`src/rtl/ram_rd_sequencer.sv`:
```
// Strided row reader for the banked activation/weight RAM, streaming masked rows through a 2-entry skid FIFO.
// Optional macro RD_SEQ_STALL_CNT_EN enables the stall_cycles backpressure counter (tied to 0 otherwise).
module ram_rd_sequencer #(
  parameter int unsigned AWIDTH      = 10,
  parameter int unsigned DWIDTH      = 8,
  parameter int unsigned DESIGN_SIZE = 16
) (
  input  logic                          clk,
  input  logic                          resetn,
  input  logic                          start,
  input  logic [AWIDTH-1:0]             base_addr,
  input  logic [AWIDTH-1:0]             stride,
  input  logic [AWIDTH:0]               num_rows,
  input  logic [DESIGN_SIZE-1:0]        lane_mask,
  output logic                          busy,
  output logic                          done,
  output logic [AWIDTH-1:0]             ram_addr,
  output logic [DESIGN_SIZE-1:0]        ram_we,
  input  logic [DESIGN_SIZE*DWIDTH-1:0] ram_q,
  output logic [DESIGN_SIZE*DWIDTH-1:0] out_data,
  output logic                          out_valid,
  input  logic                          out_ready,
  output logic [15:0]                   stall_cycles
);
  localparam int unsigned RW = DESIGN_SIZE * DWIDTH;
  localparam int unsigned CW = AWIDTH + 1;

  typedef enum logic [1:0] {S_IDLE, S_RUN, S_DRAIN} state_e;

  state_e                 state_q, state_d;
  logic [AWIDTH-1:0]      stride_q, stride_d;
  logic [AWIDTH-1:0]      addr_q, addr_d;
  logic [CW-1:0]          rows_q, rows_d;
  logic [CW-1:0]          cnt_q, cnt_d;
  logic [DESIGN_SIZE-1:0] mask_q, mask_d;
  logic                   inflight_q, inflight_d;
  logic [RW-1:0]          head_q, head_d, tail_q, tail_d;
  logic                   head_vld_q, head_vld_d, tail_vld_q, tail_vld_d;
  logic                   busy_q, busy_d, done_q, done_d;

  logic                   pop_c, issue_c, last_c;
  logic [2:0]             occ_c;
  logic [RW-1:0]          push_data_c;

  // Lane masking of the returning RAM row.
  always_comb begin
    push_data_c = '0;
    for (int unsigned i = 0; i < DESIGN_SIZE; i++) begin
      push_data_c[i*DWIDTH +: DWIDTH] = ram_q[i*DWIDTH +: DWIDTH] & {DWIDTH{mask_q[i]}};
    end
  end

  // Next-state, FIFO and issue control; an issue needs room for every row already owed a slot.
  always_comb begin
    state_d    = state_q;
    stride_d   = stride_q;
    addr_d     = addr_q;
    rows_d     = rows_q;
    cnt_d      = cnt_q;
    mask_d     = mask_q;
    head_d     = head_q;
    head_vld_d = head_vld_q;
    tail_d     = tail_q;
    tail_vld_d = tail_vld_q;
    done_d     = 1'b0;

    pop_c      = head_vld_q & out_ready;
    occ_c      = 3'(head_vld_q) + 3'(tail_vld_q) + 3'(inflight_q);
    issue_c    = (state_q == S_RUN) && (occ_c <= (pop_c ? 3'd2 : 3'd1));
    last_c     = (cnt_q == rows_q - CW'(1));
    inflight_d = issue_c;

    if (pop_c) begin
      head_d     = tail_q;
      head_vld_d = tail_vld_q;
      tail_vld_d = 1'b0;
    end
    if (inflight_q) begin
      if (!head_vld_d) begin
        head_d     = push_data_c;
        head_vld_d = 1'b1;
      end else begin
        tail_d     = push_data_c;
        tail_vld_d = 1'b1;
      end
    end

    case (state_q)
      S_IDLE: begin
        if (start) begin
          stride_d = stride;
          rows_d   = num_rows;
          mask_d   = lane_mask;
          addr_d   = base_addr;
          cnt_d    = '0;
          if (num_rows == '0) done_d  = 1'b1;
          else                state_d = S_RUN;
        end
      end
      S_RUN: begin
        if (issue_c) begin
          cnt_d = cnt_q + CW'(1);
          if (last_c) state_d = S_DRAIN;
          else        addr_d  = addr_q + stride_q;
        end
      end
      S_DRAIN: begin
        if (!inflight_d && !head_vld_d && !tail_vld_d) begin
          done_d  = 1'b1;
          state_d = S_IDLE;
        end
      end
      default: state_d = S_IDLE;
    endcase

    busy_d = (state_d != S_IDLE);
  end

  always_ff @(posedge clk) begin
    if (!resetn) begin
      state_q    <= S_IDLE;
      stride_q   <= '0;
      addr_q     <= '0;
      rows_q     <= '0;
      cnt_q      <= '0;
      mask_q     <= '0;
      inflight_q <= 1'b0;
      head_q     <= '0;
      head_vld_q <= 1'b0;
      tail_q     <= '0;
      tail_vld_q <= 1'b0;
      busy_q     <= 1'b0;
      done_q     <= 1'b0;
    end else begin
      state_q    <= state_d;
      stride_q   <= stride_d;
      addr_q     <= addr_d;
      rows_q     <= rows_d;
      cnt_q      <= cnt_d;
      mask_q     <= mask_d;
      inflight_q <= inflight_d;
      head_q     <= head_d;
      head_vld_q <= head_vld_d;
      tail_q     <= tail_d;
      tail_vld_q <= tail_vld_d;
      busy_q     <= busy_d;
      done_q     <= done_d;
    end
  end

  assign busy      = busy_q;
  assign done      = done_q;
  assign ram_addr  = addr_q;
  assign ram_we    = '0;
  assign out_data  = head_q;
  assign out_valid = head_vld_q;

`ifdef RD_SEQ_STALL_CNT_EN
  logic [15:0] stall_q, stall_d;

  // Saturating count of cycles a row waits on the consumer.
  always_comb begin
    stall_d = stall_q;
    if ((state_q == S_IDLE) && start) begin
      stall_d = '0;
    end else if (head_vld_q && !out_ready && (stall_q != 16'hFFFF)) begin
      stall_d = stall_q + 16'd1;
    end
  end

  always_ff @(posedge clk) begin
    if (!resetn) stall_q <= '0;
    else         stall_q <= stall_d;
  end

  assign stall_cycles = stall_q;
`else
  assign stall_cycles = '0;
`endif

endmodule

```
`config.mk`:
```
export PLATFORM = sky130hd
export DESIGN_NAME = ram_rd_sequencer
export DESIGN_NICKNAME = d
export VERILOG_FILES = /design/src/rtl/ram_rd_sequencer.sv
export SDC_FILE = /design/constraint.sdc
export NUM_CORES = 1
export LEC_CHECK = 0
export BUFFER_PORTS_ARGS = -buffer_cell sky130_fd_sc_hd__buf_2
export CORE_AREA = 2 2 148 222
export CTS_BUF_LIST = sky130_fd_sc_hd__clkbuf_16
export DETAILED_ROUTE_END_ITERATION = 16
export DIE_AREA = 0 0 150 224
export GPL_TIMING_DRIVEN = 0
export PLACE_DENSITY = 0.7
export SETUP_SLACK_MARGIN = 0.05
export SLEW_MARGIN = 30
export SYNTH_ARGS = -nofsm -noshare
export SYNTH_HDL_FRONTEND = slang
export SYNTH_SLANG_ARGS = --single-unit
```
`constraint.sdc`:
```
create_clock -name clk -period 5.9 [get_ports clk]
set_input_delay 0.59 -clock clk [delete_from_list [all_inputs] [get_ports clk]]
set_output_delay 0.59 -clock clk [all_outputs]
set_load 0.02 [all_outputs]
```
==> results.py <==
metrics = {
    "setup_path": {
        "r2r_start": "out_valid$_SDFF_PN0_",
        "cpMostUsedCell": "a21oi_1",
        "worstReg2RegEnd": "cnt_q[10]$_SDFFE_PN0P_",
        "worstPathRequired_ns": 6.41,
        "ff2ff_path_depth": 9,
        "cpMaxStageDelayCell": "clkbuf_1",
        "setup.worst_path.end_class": "flip-flop",
        "rrSetupSlack_ns": 2.84,
        "path_class": "reg2reg",
        "crit_path_max_incr_delay_ns": 0.49,
        "cp_cell_sequence": "nand2_1 > clkbuf_1 > ha_1 > nor2b_1 > o21ai_0 > a21oi_1 > nand4bb_1 > or3_1 > a21oi_1",
        "cp_data_arrival_time_ns": 3.57,
        "path_max_fanout": 11,
        "crit_path_start_kind": "flip-flop",
    },
    "yosys": {
        "synth_warnings": 0,
        "ys_ff_latch": 321,
        "yosys.area.top_type": "dfxtp_1",
        "synth_edf_count": 0,
        "yosysSeqAreaShare": 0.4551,
        "synthDistinctLibCells": 58,
        "netlist_instances": 1797,
        "ys_top_cells_by_count": "373 x nand2_1, 321 x dfxtp_1, 312 x a21oi_1, 266 x nand3_1, 171 x clkbuf_1",
        "synth_top_area_frac": 0.4551,
        "post_synth_instance_area_mm2": 0.01412,
        "netlist_top_cells_area": "dfxtp_1 46%, a21oi_1 11%, nand2_1 9.9%",
        "synth_most_common_cell": "nand2_1",
        "async_flop_share": 0,
        "avgSynthCellArea_um2": 7.858,
        "synth_ff_type": "dfxtp_1",
    },
    "global_route": {
        "grt_pass1_wl_um": 74690,
        "grt_busiest_layer": "met2",
        "grt_use_met2": 0.4889,
        "overflow": 0,
        "met1_usage": 0.3249,
        "met3_usage": 0.04745,
        "grt_pass1_vias": 14133,
        "antenna_found_initial": 10,
        "grt_max_degree": 15,
        "grt_usage": 0.2776,
    },
    "layout": {
        "fillCellCount": 3137,
        "final_util": 0.5457,
        "drive_gt1_frac": 0.1831,
        "area_delta_synth_final_pct": 22.24,
        "nets": 2374,
        "postLayoutCellArea_mm2": 0.01726,
    },
    "pwr": {
        "powerDensity_mw_per_mm2": 285.6,
        "ir_drop_mv": 0.2373,
        "leakage_nw": 6.643,
    },
    "die": {
        "rows": 80,
        "boundaryPins": 352,
        "core_area_mm2": 0.03163,
        "dieHeight_um": 224,
        "start_util": 0.4464,
        "dieArea_mm2": 0.03360,
        "die_w_um": 150,
    },
    "clock_network": {
        "clkLatencyLatePin_ns": 0.58,
        "clock-root-buffer": "clkbuf_16",
        "postCtsResizedCells": 0,
        "clockBufferDepth": 3,
        "holdBufCountCts": 0,
        "cts_made_buffers": 31,
        "post_cts_buffers": 0,
        "clkTransAtPathRegs_ns": 0.06,
        "numClockSinks": 321,
        "cts_tree": "done",
        "htreeDepth": 1,
    },
    "placement": {
        "place_hpwl_um": 35700,
        "io_buffers": 319,
        "pre_cts_slack_ns": 2.594,
        "place_area_mm2": 0.01635,
        "gp_congestion": 0.8931,
    },
    "worst_hold_path": {
        "hold_path.class": "in2reg",
        "min_from": "lane_mask[0]",
        "hold_depth": 3,
        "hold_end": "mask_q[0]$_SDFFE_PN0P_",
    },
    "timing": {
        "final-hold-violation-count": 0,
        "fin_ws_ns": 2.840,
        "clock_skew_ns": 0.01402,
        "fmax_ghz": 0.3268,
        "slew_viol_final": 0,
        "grt_setup_unrepaired": "no",
        "setup_tns_ns": 0,
        "setup_viol_count_final": 0,
        "fin_crit_ns": 3.060,
        "max_slew_margin": 0.3312,
        "worstMarginPinSlew_ns": 1.003,
        "hold_slack_ns": 0.2452,
        "timing.final.crit_share": 0.5186,
    },
    "routing": {
        "vias": 14900,
        "wire_per_inst_um": 18.62,
        "remaining_drc_errors": 0,
        "wl_um": 48710,
        "drtPass1Iterations": 5,
        "postRouteAntennaNets": 0,
        "viasPerCell": 5.696,
        "drt_iter0_drc": 1013,
    },
    "status": {
        "run_status": "finished, final reports clean",
    },
    "run": {
        "cap_violations": 0,
    },
}
how the worst max path moves through the flow:
| stage | from | end | slack (ns) | cells past startpoint |
|---|---|---|---|---|
| after floorplan | out_ready | cnt_q[10]$_SDFFE_PN0P_ | 3.23 | 9 |
| after global placement | out_ready | cnt_q[10]$_SDFFE_PN0P_ | 2.59 | 10 |
| after detailed placement | out_ready | cnt_q[10]$_SDFFE_PN0P_ | 2.59 | 10 |
| after CTS | out_valid$_SDFF_PN0_ | cnt_q[10]$_SDFFE_PN0P_ | 2.88 | 9 |
| after global routing | out_valid$_SDFF_PN0_ | cnt_q[10]$_SDFFE_PN0P_ | 2.60 | 9 |
| final | out_valid$_SDFF_PN0_ | cnt_q[10]$_SDFFE_PN0P_ | 2.84 | 9 |
final cells by class:
type                            count  area [um2]  share of cell area
Buffer                            215       943.4             0.05465
Inverter                           13       48.80            0.002827
Tap cell                          410       513.0             0.02972
Sequential cell                   321        6426              0.3723
Antenna cell                        5       12.51           0.0007248
Clock buffer                       31       775.7             0.04494
Multi-Input combinational cell   1279        6819              0.3950
Timing Repair Buffer              319        1597             0.09249
Clock inverter                     23       126.4            0.007321
routing by layer:
layer,part of all wire,up-vias
li1,-,7118
met1,0.38,7018
met2,0.50,612
met3,0.070,140
met4,0.046,12
met5,0.0016,-
critical path, delay by kind of cell (launching register included):
kind / cells / cell delay [ns]
simple gates: 4 / 1.06
compound gates: 3 / 0.68
buf+inv: 1 / 0.49
flops: 1 / 0.42
fa+ha+maj: 1 / 0.36
where the power goes:
group	total (W)	internal (W)	switching [W]	leakage (nW)
Clock	0.00186	0.000988	0.000871	0.457
Combinational	0.000753	0.000248	0.000505	3.58
Sequential	0.00232	0.00226	0.0000601	2.61
cells in the final DEF, fill, tap and decap left out, types with 31 or more instances in the layout:
| master | count |
|---|---|
| nand2_1 | 373 |
| clkbuf_16 | 31 |
| clkbuf_1 | 171 |
| conb_1 | 32 |
| dfxtp_1 | 321 |
| nand3_1 | 266 |
| a311oi_1 | 128 |
| buf_4 | 32 |
| a21oi_1 | 312 |
| buf_2 | 319 |
through the flow:
stage | std cells | total power (W)
final | 2616 | 0.004930
after global routing | 2614 | 0.005102
after CTS | 2611 | 0.004939
after detailed placement | 2557 | 0.003108
after global placement | 2557 | 0.003097
after floorplan | 1828 | 0.002810
state kept, by name, indices dropped and copies added, names as in the netlist:
name	flops
rows_q	11
out_valid	1
done	1
busy	1
stride_q	10
tail_q	128
out_data	128
tail_vld_q	1
inflight_q	1
state_q	2
cnt_q	11
ram_addr	10
mask_q	16
cell families after synthesis:
| group | count (synthesis) | share of synthesized area |
|---|---|---|
| and+or+nand+nor | 712 | 0.2236 |
| DFF | 321 | 0.4551 |
| muxes | 13 | 0.009481 |
| xor gates and xnor gates | 22 | 0.01364 |
| AOI/OAI and AO/OA | 485 | 0.2134 |
| other | 1 | 0.0002656 |
| adders and majority gates | 15 | 0.01435 |
| buffers and inverters | 228 | 0.07026 |
Note: power is estimated with default switching activity, not from simulation.
